### src/rtl/alu_share_arbiter.sv
// -----------------------------------------------------------------------------
// alu_share_arbiter
//
// Shares one combinational integer ALU between two requesters. Only one
// operation is ever in flight: a request is granted in IDLE, its operands are
// registered onto the ALU inputs, the ALU result is captured one cycle later,
// and the captured result is held on a valid/ready response channel until the
// consumer takes it. Arbitration between simultaneous requesters is
// round-robin on the index of the last accepted requester.
//
// Ports:
//   clk, rst_n                    clock, asynchronous active-low reset
//   req{0,1}_valid/_ready         request handshake per requester
//   req{0,1}_op/_a/_b             request opcode and operands
//   alu_op, alu_a, alu_b          registered launch to the shared ALU
//   alu_y, alu_carry              combinational ALU result / carry-out
//   rsp_valid, rsp_ready          response handshake
//   rsp_id                        requester index owning the response
//   rsp_y, rsp_carry              captured ALU result and carry
// -----------------------------------------------------------------------------
module alu_share_arbiter #(
  parameter int WIDTH = 8,
  parameter int OPW   = 3
) (
  input  logic             clk,
  input  logic             rst_n,
  input  logic             req0_valid,
  output logic             req0_ready,
  input  logic [OPW-1:0]   req0_op,
  input  logic [WIDTH-1:0] req0_a,
  input  logic [WIDTH-1:0] req0_b,
  input  logic             req1_valid,
  output logic             req1_ready,
  input  logic [OPW-1:0]   req1_op,
  input  logic [WIDTH-1:0] req1_a,
  input  logic [WIDTH-1:0] req1_b,
  output logic [OPW-1:0]   alu_op,
  output logic [WIDTH-1:0] alu_a,
  output logic [WIDTH-1:0] alu_b,
  input  logic [WIDTH-1:0] alu_y,
  input  logic             alu_carry,
  output logic             rsp_valid,
  input  logic             rsp_ready,
  output logic             rsp_id,
  output logic [WIDTH-1:0] rsp_y,
  output logic             rsp_carry
);

  typedef enum logic [1:0] {
    ST_IDLE = 2'd0,
    ST_EXEC = 2'd1,
    ST_RESP = 2'd2
  } state_t;

  state_t           state_r;
  state_t           state_nxt_s;

  logic             last_grant_r;
  logic             grant_id_r;
  logic             grant_s;
  logic             any_valid_s;
  logic             accept_s;
  logic             ready0_s;
  logic             ready1_s;
  logic             handshake_s;

  logic [OPW-1:0]   sel_op_s;
  logic [WIDTH-1:0] sel_a_s;
  logic [WIDTH-1:0] sel_b_s;

  logic [OPW-1:0]   alu_op_r;
  logic [WIDTH-1:0] alu_a_r;
  logic [WIDTH-1:0] alu_b_r;

  logic             rsp_valid_r;
  logic             rsp_id_r;
  logic [WIDTH-1:0] rsp_y_r;
  logic             rsp_carry_r;

  assign any_valid_s = req0_valid | req1_valid;
  assign handshake_s = rsp_valid_r & rsp_ready;

  // Round-robin grant: a lone requester wins outright; on contention the
  // requester that was not served last time wins.
  always_comb begin
    grant_s = 1'b0;
    if (req0_valid && req1_valid) begin
      grant_s = ~last_grant_r;
    end else if (req1_valid) begin
      grant_s = 1'b1;
    end else begin
      grant_s = 1'b0;
    end
  end

  // Operand mux feeding the launch registers from the granted requester.
  always_comb begin
    sel_op_s = req0_op;
    sel_a_s  = req0_a;
    sel_b_s  = req0_b;
    if (grant_s) begin
      sel_op_s = req1_op;
      sel_a_s  = req1_a;
      sel_b_s  = req1_b;
    end else begin
      sel_op_s = req0_op;
      sel_a_s  = req0_a;
      sel_b_s  = req0_b;
    end
  end

  // FSM state register.
  always_ff @(posedge clk or negedge rst_n) begin
    if (!rst_n) begin
      state_r <= ST_IDLE;
    end else begin
      state_r <= state_nxt_s;
    end
  end

  // FSM next-state logic: IDLE waits for any request, EXEC lasts exactly one
  // cycle, RESP waits for the response handshake.
  always_comb begin
    state_nxt_s = state_r;
    case (state_r)
      ST_IDLE: begin
        if (any_valid_s) begin
          state_nxt_s = ST_EXEC;
        end else begin
          state_nxt_s = ST_IDLE;
        end
      end
      ST_EXEC: begin
        state_nxt_s = ST_RESP;
      end
      ST_RESP: begin
        if (handshake_s) begin
          state_nxt_s = ST_IDLE;
        end else begin
          state_nxt_s = ST_RESP;
        end
      end
      default: begin
        state_nxt_s = ST_IDLE;
      end
    endcase
  end

  // FSM outputs: the readies are only ever high in IDLE, and only for the
  // granted requester. They are also held low while reset is asserted so a
  // requester cannot see a spurious accept during reset.
  always_comb begin
    ready0_s = 1'b0;
    ready1_s = 1'b0;
    accept_s = 1'b0;
    if ((state_r == ST_IDLE) && any_valid_s && rst_n) begin
      accept_s = 1'b1;
      if (grant_s) begin
        ready1_s = 1'b1;
      end else begin
        ready0_s = 1'b1;
      end
    end else begin
      ready0_s = 1'b0;
      ready1_s = 1'b0;
      accept_s = 1'b0;
    end
  end

  // Launch registers: operands are captured on acceptance and then held,
  // including after the operation completes (they are never cleared).
  always_ff @(posedge clk or negedge rst_n) begin
    if (!rst_n) begin
      alu_op_r     <= {OPW{1'b0}};
      alu_a_r      <= {WIDTH{1'b0}};
      alu_b_r      <= {WIDTH{1'b0}};
      grant_id_r   <= 1'b0;
      last_grant_r <= 1'b1;
    end else if (accept_s) begin
      alu_op_r     <= sel_op_s;
      alu_a_r      <= sel_a_s;
      alu_b_r      <= sel_b_s;
      grant_id_r   <= grant_s;
      last_grant_r <= grant_s;
    end
  end

  // Response registers: the ALU result is sampled at the end of EXEC and
  // held until the consumer accepts it.
  always_ff @(posedge clk or negedge rst_n) begin
    if (!rst_n) begin
      rsp_valid_r <= 1'b0;
      rsp_id_r    <= 1'b0;
      rsp_y_r     <= {WIDTH{1'b0}};
      rsp_carry_r <= 1'b0;
    end else if (state_r == ST_EXEC) begin
      rsp_valid_r <= 1'b1;
      rsp_id_r    <= grant_id_r;
      rsp_y_r     <= alu_y;
      rsp_carry_r <= alu_carry;
    end else if ((state_r == ST_RESP) && handshake_s) begin
      rsp_valid_r <= 1'b0;
    end
  end

  assign req0_ready = ready0_s;
  assign req1_ready = ready1_s;
  assign alu_op     = alu_op_r;
  assign alu_a      = alu_a_r;
  assign alu_b      = alu_b_r;
  assign rsp_valid  = rsp_valid_r;
  assign rsp_id     = rsp_id_r;
  assign rsp_y      = rsp_y_r;
  assign rsp_carry  = rsp_carry_r;

endmodule

### config.mk
export PLATFORM = sky130hd
export DESIGN_NAME = alu_share_arbiter
export DESIGN_NICKNAME = d
export VERILOG_FILES = /design/src/rtl/alu_share_arbiter.sv
export SDC_FILE = /design/constraint.sdc
export NUM_CORES = 1
export LEC_CHECK = 0
export ABC_AREA = 1
export BUFFER_PORTS_ARGS = -buffer_cell sky130_fd_sc_hd__buf_2
export CAP_MARGIN = 30
export CORE_ASPECT_RATIO = 2
export CORE_MARGIN = 2
export CORE_UTILIZATION = 42
export CTS_BUF_LIST = sky130_fd_sc_hd__clkbuf_4
export DETAILED_ROUTE_END_ITERATION = 8
export GPL_TIMING_DRIVEN = 0
export HOLD_SLACK_MARGIN = 0.05
export PLACE_DENSITY = 0.74
export SLEW_MARGIN = 20
export SYNTH_ARGS = -nofsm -noshare
export SYNTH_HDL_FRONTEND = slang
export SYNTH_SLANG_ARGS = --single-unit
### constraint.sdc
create_clock -name clk -period 1.4 [get_ports clk]
set_clock_uncertainty 0.15 [all_clocks]
set_input_delay 0.28 -clock clk [delete_from_list [all_inputs] [get_ports clk]]
set_output_delay 0.28 -clock clk [all_outputs]
set_load 0.03 [all_outputs]
# Yosys cells after proc, flatten, opt, wreduce, memory -nomap -nowiden
# Index checks and enable logic that the tools add are counted.
[totals]
inputBits = 52
out_inout_bits = 32
register_bits = 34
[op_classes]
reduce_logical = 6
bitwise = 3
mux = 15
eq_ne = 2
[op_table]
columns = ["op", "n"]
rows = [
  ["8-bit two-way mux", 2],
  ["1-bit two-way mux", 10],
  ["2-bit case mux with 3 select lines", 1],
  ["1-bit logical AND", 4],
  ["3-bit two-way mux", 1],
  ["2-bit by 1-bit equality test with 1-bit output, second input constant", 1],
  ["2-bit equality test, second input constant", 1],
  ["2-bit logical NOT", 1],
  ["2-bit two-way mux", 1],
  ["2-bit nonzero test", 1],
  ["1-bit AND", 1],
  ["1-bit inverter", 1],
  ["1-bit OR", 1],
]

# Depth between registers and ports, before layout
# Gate-level depths: netlist of the first run.
[depth]
ltp_word = 4
ltp_mapped = 7
mapped_depth_nobuf = 6

# Worst setup path after synthesis of the first run
# No wires, ideal clock.
[synth_path]
kind = "register to output"
startpoint = "register last_grant_r"
endpoint = "output req0_ready"
path_stages_with_launch = 6
slack_ns = -0.338
t_arrival_ns = 1.308
path_cell_list = "dfstp_2 nand2_1 nand2_1 buf_2 inv_1 nor2_1"
[synth_between]
elab_chain_cells = 4
[synth_lines]
columns = ["element", "line", "text"]
rows = [
  ["start, declared", "58", "logic last_grant_r;"],
  ["start signal, assigned", "184", "last_grant_r <= grant_s;"],
  ["1-bit inverter", "88", "grant_s = ~last_grant_r;"],
  ["1-bit two-way mux", "87", "if (req0_valid && req1_valid) begin"],
  ["1-bit two-way mux", "158", "if (grant_s) begin"],
  ["1-bit two-way mux", "156", "if ((state_r == ST_IDLE) && any_valid_s && rst_n) begin"],
  ["end, declared", "28", "output logic req0_ready,"],
]
# Every way passes these cells.

# Final worst setup path of the first run
[layout_path]
startpoint = "register last_grant_r"
endpoint = "output req1_ready"
[layout_between]
elab_chain_cells = 4
[layout_lines]
columns = ["element", "line", "text"]
rows = [
  ["1-bit inverter", "88", ""],
  ["1-bit two-way mux", "87", ""],
  ["1-bit two-way mux", "158", ""],
  ["1-bit two-way mux", "156", ""],
  ["end, declared", "33", "output logic req1_ready,"],
]
# Every way passes these cells.

==> results of run 1 <==
-- worst reg2reg max path: cells and delay by family (launching register included) --
| kind | cells | cell delay (ps) |
|---|---|---|
| flops | 1 | 550 |
| buf+inv | 2 | 350 |
| simple gates | 5 | 270 |
-- layer usage --
layer / global-route usage, % / vias to the layer above
met3: 4.19 / 10
met5: 0 / -
met4: 9.29 / 0
li1: - / 893
met1: 22.3 / 817
met2: 39.4 / 49
-- final cells by class --
| type | count | area, µm² | area share (%) |
|---|---|---|---|
| flip-flops and latches | 34 | 852 | 35.0 |
| multi-input cells | 164 | 701 | 28.8 |
| repair buffers | 104 | 612 | 25.1 |
| plain buffers | 10 | 86.3 | 3.54 |
| well taps | 51 | 63.8 | 2.62 |
| clock buffers | 7 | 52.6 | 2.16 |
| inverters | 8 | 38.8 | 1.59 |
| clock inverters | 1 | 30.0 | 1.23 |
-- state kept, by name, indices dropped and copies added, names as in the netlist --
name          count
alu_b             8
grant_id_r        1
rsp_carry         1
alu_a             8
rsp_y             8
rsp_valid         1
last_grant_r      1
alu_op            3
rsp_id            1
state_r           2
-- synth_stat cells --
cell type  instances
nand2_1          126
dfrtp_1           33
nand3_1           31
inv_1              8
buf_2              7
buf_4              3
buf_6              3
nand2_2            2
dfstp_2            1
nand2_4            1
nand3_2            1
nor2_1             1
nor2_2             1
nor2_4             1
-- through the flow --
step	power (mW)	instance area [µm²]	hold slack [ps]	std cells
global placement	4.15	2160	258	353
detailed placement	4.19	2160	252	353
floorplan	3.45	1680	-166	219
global route	5.49	2440	-253	379
CTS	5.12	2430	-257	379
finish	5.10	2440	-268	379
-- worst max path at each step --
stage                             to  slack [ps]  depth (start not counted)
after floorplan           req1_ready         -70                          6
after global placement    req1_ready        -790                          7
after detailed placement  req1_ready        -790                          7
after CTS                 req1_ready        -510                          7
after global routing      req1_ready        -530                          7
final                     req1_ready        -470                          7
-- power by group through the flow --
stage               logic [mW]  registers, mW  clock network, mW
global placement          2.46           1.69                  0
finish                    2.68           1.69              0.728
CTS                       2.70           1.67              0.750
floorplan                0.964           2.48                  0
detailed placement        2.49           1.70                  0
global route              2.94           1.75              0.794
-- cell families (layout without fill, tap and decap cells) --
group / after synthesis / count (layout) / share of synthesized area (%)
buf+inv: 21 / 130 / 7.33
flops: 34 / 34 / 51.4
simple gates: 164 / 164 / 41.2
-- repair_timing --
item,in CTS,in global routing
resized for setup,11,2
endpoints found under the hold margin,42,33
setup buffers,11,2
pin swaps,8,6
setup endpoints to repair,23,22
gates cloned,1,0
==> flow_summary.ini, run 1 <==
[setup_path]
timing.critical_path.slowest_stage_cell = dfstp_2
timing.critical_path.from_type = register
worst_ep_required_time_ps = 970
critical_path.cell_chain = nand2_2 -> nand2_2 -> buf_6 -> inv_6 -> nand2_4 -> clkinvlp_4 -> buf_6
crit_path_max_incr_delay_ps = 550
cp.buffers_inverters = 4
reg2reg_depth = 7
critical_path.endpoint_type = output pin
regToRegSetupSlack_ps = -20
origin_of_the_worst_setup_path = last_grant_r
critical_path_peak_fanout = 2
crit_type = reg2out
r2r_start = last_grant_r
timing.critical_path.arrival_ps = 1440
reg2reg_to = alu_op[0]
cell_family_contributing_the_most_delay_on_the_critical_path = flip-flops

[die]
floorplan.rows = 32
die_width_um = 48.4
floorplan.die.height_um = 92.8
floorplan.io_pins = 84
die-area_um2 = 4490
initial_utilization_pct = 43.6
coreArea_um2 = 3800

[clock_network]
clkSinkCount = 34
post_cts_hold_buffer_count = 9
worst_skew_pair.late_latency_ps = 340
cts_tree = done
tritoncts_buffers = 5
cts.reportedPaths.clkPinSlew_ps = 110
root_buffer = clkbuf_4
htreeDepth = 2
cts-root-to-sink-buffers = 2

[yosys]
synth-seq-cells = 34
syn-cell-area_um2 = 1660
ys_warnings = 0
syn-instance-count = 219
synth.largest_area_cell = dfrtp_1
yosys.cell_types.count = 14
top_post_synthesis_cells_by_area = dfrtp_1, nand2_1, nand3_1
syn-mean-instance-area_um2 = 7.56
ys_seq_area_share_pct = 51.4
syn_nets = 271
post-synth-top-area-fraction_pct = 49.8

[layout]
layout_common_cells = nand2_1, buf_2, dfrtp_1, nand3_1, buf_4
areaGrowthSynthToFinish_pct = 47.1
post_route_cells_drive_above_1_share_pct = 38.1
fillCellCount = 346
fin_util_pct = 64.0
diodes = 0
nNetsFinal = 379
layout.cells.most_common = nand2_1

[sta]
setup_repair_after_global_routing_missed_its_margin = true
period_needed_ps = 1870
drv_slew = 0
worst_margin_pin_slew_ps = 447
fin_tns_setup_ps = -1000
timing.final.crit_share_pct = 134
clock.fmax_ghz = 0.534
final_hold_viol_count = 33
fin_worst_hold_slack_ps = -268
timing.slew.headroom_pct = 70.2
final_critical_path_setup_slack_ps = -474
timing.final.setup_violations = 10

[detailed_routing]
wl_met1_um = 1610
overall_via_count_from_detail_route = 1769
post_drt_wl_per_cell_um = 11.5
wirelength_um = 4370
detailroute.wirelength.met2_um = 2440
drc = 0
drt-initial-drc-count = 39
drt-pass1-iter-count = 6
antenna_left = 0
highest-signal-layer = met4
vias_per_cell = 4.67
route.met3.wl_um = 199

[grt]
grt_first_pass_wirelength_um = 7270
grt-ovfl-total = 0
grt_start_max_net_pins = 37
antenna_found_initial = 0
global_route.usage.total_pct = 21.0
grt_pass1_vias = 1661

[hold_path]
worstHoldPathType = in2async

[pwr]
power.combinational.fraction_pct = 52.6
power_density_nw_per_um2 = 2090
power.share.sequential_pct = 33.1
power.ir.vdd_worst_mv = 1.44
p_leak_nw = 1.47
power.share.switching_pct = 45.7
net-switching-power_mw = 2.33
clkPwrFrac_pct = 14.3
cell_internal_pwr_mw = 2.77

[place]
place.detailed.hpwl_um = 3050
placement.setup.worst_slack_ps = -792
port_buffers = 83
gpl.final_weighted_congestion = 0.795

[outcome]
violations = negative hold slack, negative setup slack
run_status = complete, but fails checks

[job]
cap_violations = 0
Power figures use the tool's default switching activity.
==> run 2: changes to the inputs <==
--- a/config.mk
+++ b/config.mk
@@ -15,7 +15,8 @@
 export DETAILED_ROUTE_END_ITERATION = 8
 export GPL_TIMING_DRIVEN = 0
 export HOLD_SLACK_MARGIN = 0.05
-export PLACE_DENSITY = 0.74
+export MAX_ROUTING_LAYER = met4
+export PLACE_DENSITY = 0.81
 export SLEW_MARGIN = 20
 export SYNTH_ARGS = -nofsm -noshare
 export SYNTH_HDL_FRONTEND = slang
==> run 2 against run 1 <==
  * The flow still finishes with violations (negative hold slack, negative setup slack)
  * Non-clock buffer count decreased by 4
  * Global-route usage rose by 1.0 points
  * Design area decreased by 2.3%
  * Cell count down 1.1%
  * Register-to-register slack hardly changed
  * Core utilization fell by 1.4 points
  * Total power is 5.1% lower
  * Via count down 1.4%
  * First-iteration DRC count is 7.7% lower
  * Setup slack got worse by 11 ps
  * Critical endpoint unchanged
  * Largest cell class unchanged
==> flow_summary.ini, run 2 (synthesis gave the netlist of run 1 again) <==
[outcome]
run_status = complete, but fails checks
violations = negative hold slack, negative setup slack

[clock_network]
cts_tree = done
htreeDepth = 2
root_buffer = clkbuf_4
worst_skew_pair.late_latency_ps = 340
cts-root-to-sink-buffers = 2
clkSinkCount = 34
post_cts_hold_buffer_count = 9
cts.reportedPaths.clkPinSlew_ps = 100
tritoncts_buffers = 5

[setup_path]
critical_path.cell_chain = nand2_2 -> nand2_2 -> buf_6 -> inv_6 -> nand2_4 -> clkinvlp_4 -> buf_6
timing.critical_path.arrival_ps = 1450
reg2reg_depth = 7
timing.critical_path.from_type = register
cell_family_contributing_the_most_delay_on_the_critical_path = flip-flops
crit_path_max_incr_delay_ps = 550
cp.buffers_inverters = 4
levels_on_crit_path = 7
crit_type = reg2out
origin_of_the_worst_setup_path = last_grant_r
worst_ep_required_time_ps = 970
timing.critical_path.slowest_stage_cell = dfstp_2
r2r_start = last_grant_r
critical_path.endpoint_type = output pin
critical_path_peak_fanout = 3

[grt]
grt_pass1_vias = 1667
grt_first_pass_wirelength_um = 7400
grt_most_used_layer = met2
grt_start_max_net_pins = 37
met3_usage_pct = 3.71
gr-usage-met1_pct = 23.6
antenna_found_initial = 0
grt-ovfl-total = 0
global_route.usage.total_pct = 22.1
gr_util_met2_pct = 39.7

[sta]
timing.final.setup_violations = 4
timing.final.crit_share_pct = 135
final_critical_path_setup_slack_ps = -485
fin_worst_hold_slack_ps = -265
fin_tns_setup_ps = -928
setup_repair_after_global_routing_missed_its_margin = true
period_needed_ps = 1880
final_hold_viol_count = 33
timing.slew.headroom_pct = 69.5
drv_slew = 0
worst_margin_pin_slew_ps = 458
clock.fmax_ghz = 0.531

[detailed_routing]
drt-pass1-iter-count = 4
wirelength_um = 4420
antenna_left = 0
vias_per_cell = 4.65
post_drt_wl_per_cell_um = 11.8
overall_via_count_from_detail_route = 1744
drc = 0
drt-initial-drc-count = 36

[layout]
nNetsFinal = 375
layout_common_cells = nand2_1, buf_2, dfrtp_1, nand3_1
diodes = 0
regArea_um2 = 852
fin_util_pct = 62.6
post_route_cells_drive_above_1_share_pct = 37.0
fillCellCount = 351
layout.cells.most_common = nand2_1
areaGrowthSynthToFinish_pct = 43.7
multi_input_area_um2 = 701
layoutNonFillerInstCount = 375

[die]
initial_utilization_pct = 43.6
floorplan.io_pins = 84
die-area_um2 = 4490
die_width_um = 48.4
coreArea_um2 = 3800
floorplan.die.height_um = 92.8
floorplan.rows = 32

[pwr]
power.ir.vdd_worst_mv = 1.15
power_density_nw_per_um2 = 2030
post-layout-total-power_mw = 4.84
p_leak_nw = 1.44

[job]
cap_violations = 0

[place]
port_buffers = 83
placement.setup.worst_slack_ps = -796
gpl.final_weighted_congestion = 0.831
numPlacedInstances = 353
place.detailed.hpwl_um = 3040

[hold_path]
worstHoldPathType = in2async
==> run 2: cell count changes in the layout (fill, tap and decap cells not counted) <==
| cell | delta |
|---|---|
| buf_4 | -5 |
| buf_6 | +1 |
| bufinv_16 | -1 |
| clkbuf_4 | -1 |
| clkinv_1 | +1 |
| clkinv_2 | +1 |
==> run 2: report_power, final <==
group / switching [mW] / internal, mW
Clock: 0.312 / 0.208
Combinational: 1.77 / 0.861
Sequential: 0.249 / 1.44
Total: 2.33 / 2.51
==> run 2: area by class of cell <==
| class | count | share of cell area [%] |
|---|---|---|
| timing repair buffer | 99 | 24.4 |
| clock buffer | 6 | 1.89 |
| clock inverter | 2 | 0.368 |
| inverter | 8 | 1.63 |
| multi-input combinational | 164 | 29.4 |
| buffer | 11 | 3.84 |
| sequential | 34 | 35.8 |
| tap | 51 | 2.68 |
==> run 2: worst register-to-register path, delay by kind of cell (launching register included) <==
| kind | cells | cell delay, ps |
|---|---|---|
| buffers and inverters | 2 | 320 |
| DFF | 1 | 550 |
| and+or+nand+nor | 5 | 290 |
==> run 2: repair_timing <==
action	4_1_cts	5_1_grt
pin swaps	5	2
setup buffers	7	2
endpoints found under the hold margin	42	33
setup endpoints to repair	23	22
gates cloned	1	0
resized for setup	12	4
==> run 2: worst paths after layout <==
kind                                      to  slack, ps
worst max-delay path              req1_ready       -480
worst min-delay path                alu_b[2]       -270
worst max register to register      alu_a[3]        -10
worst min register to register      rsp_y[4]        330
max in group asynchronous       last_grant_r       1020
min in group clk                   alu_op[0]         60
==> run 2: stage by stage <==
step / hold WS [ps] / cell area (µm²)
CTS: -260 / 2380
floorplan: -166 / 1680
global route: -250 / 2380
finish: -265 / 2380
global placement: 254 / 2160
detailed placement: 260 / 2160
==> run 2: per-layer routing <==
layer	part of all wire, %	vias to the layer above
li1	-	883
met1	38	796
met2	55	58
met3	4.8	7
met4	1.9	0
met5	0	-
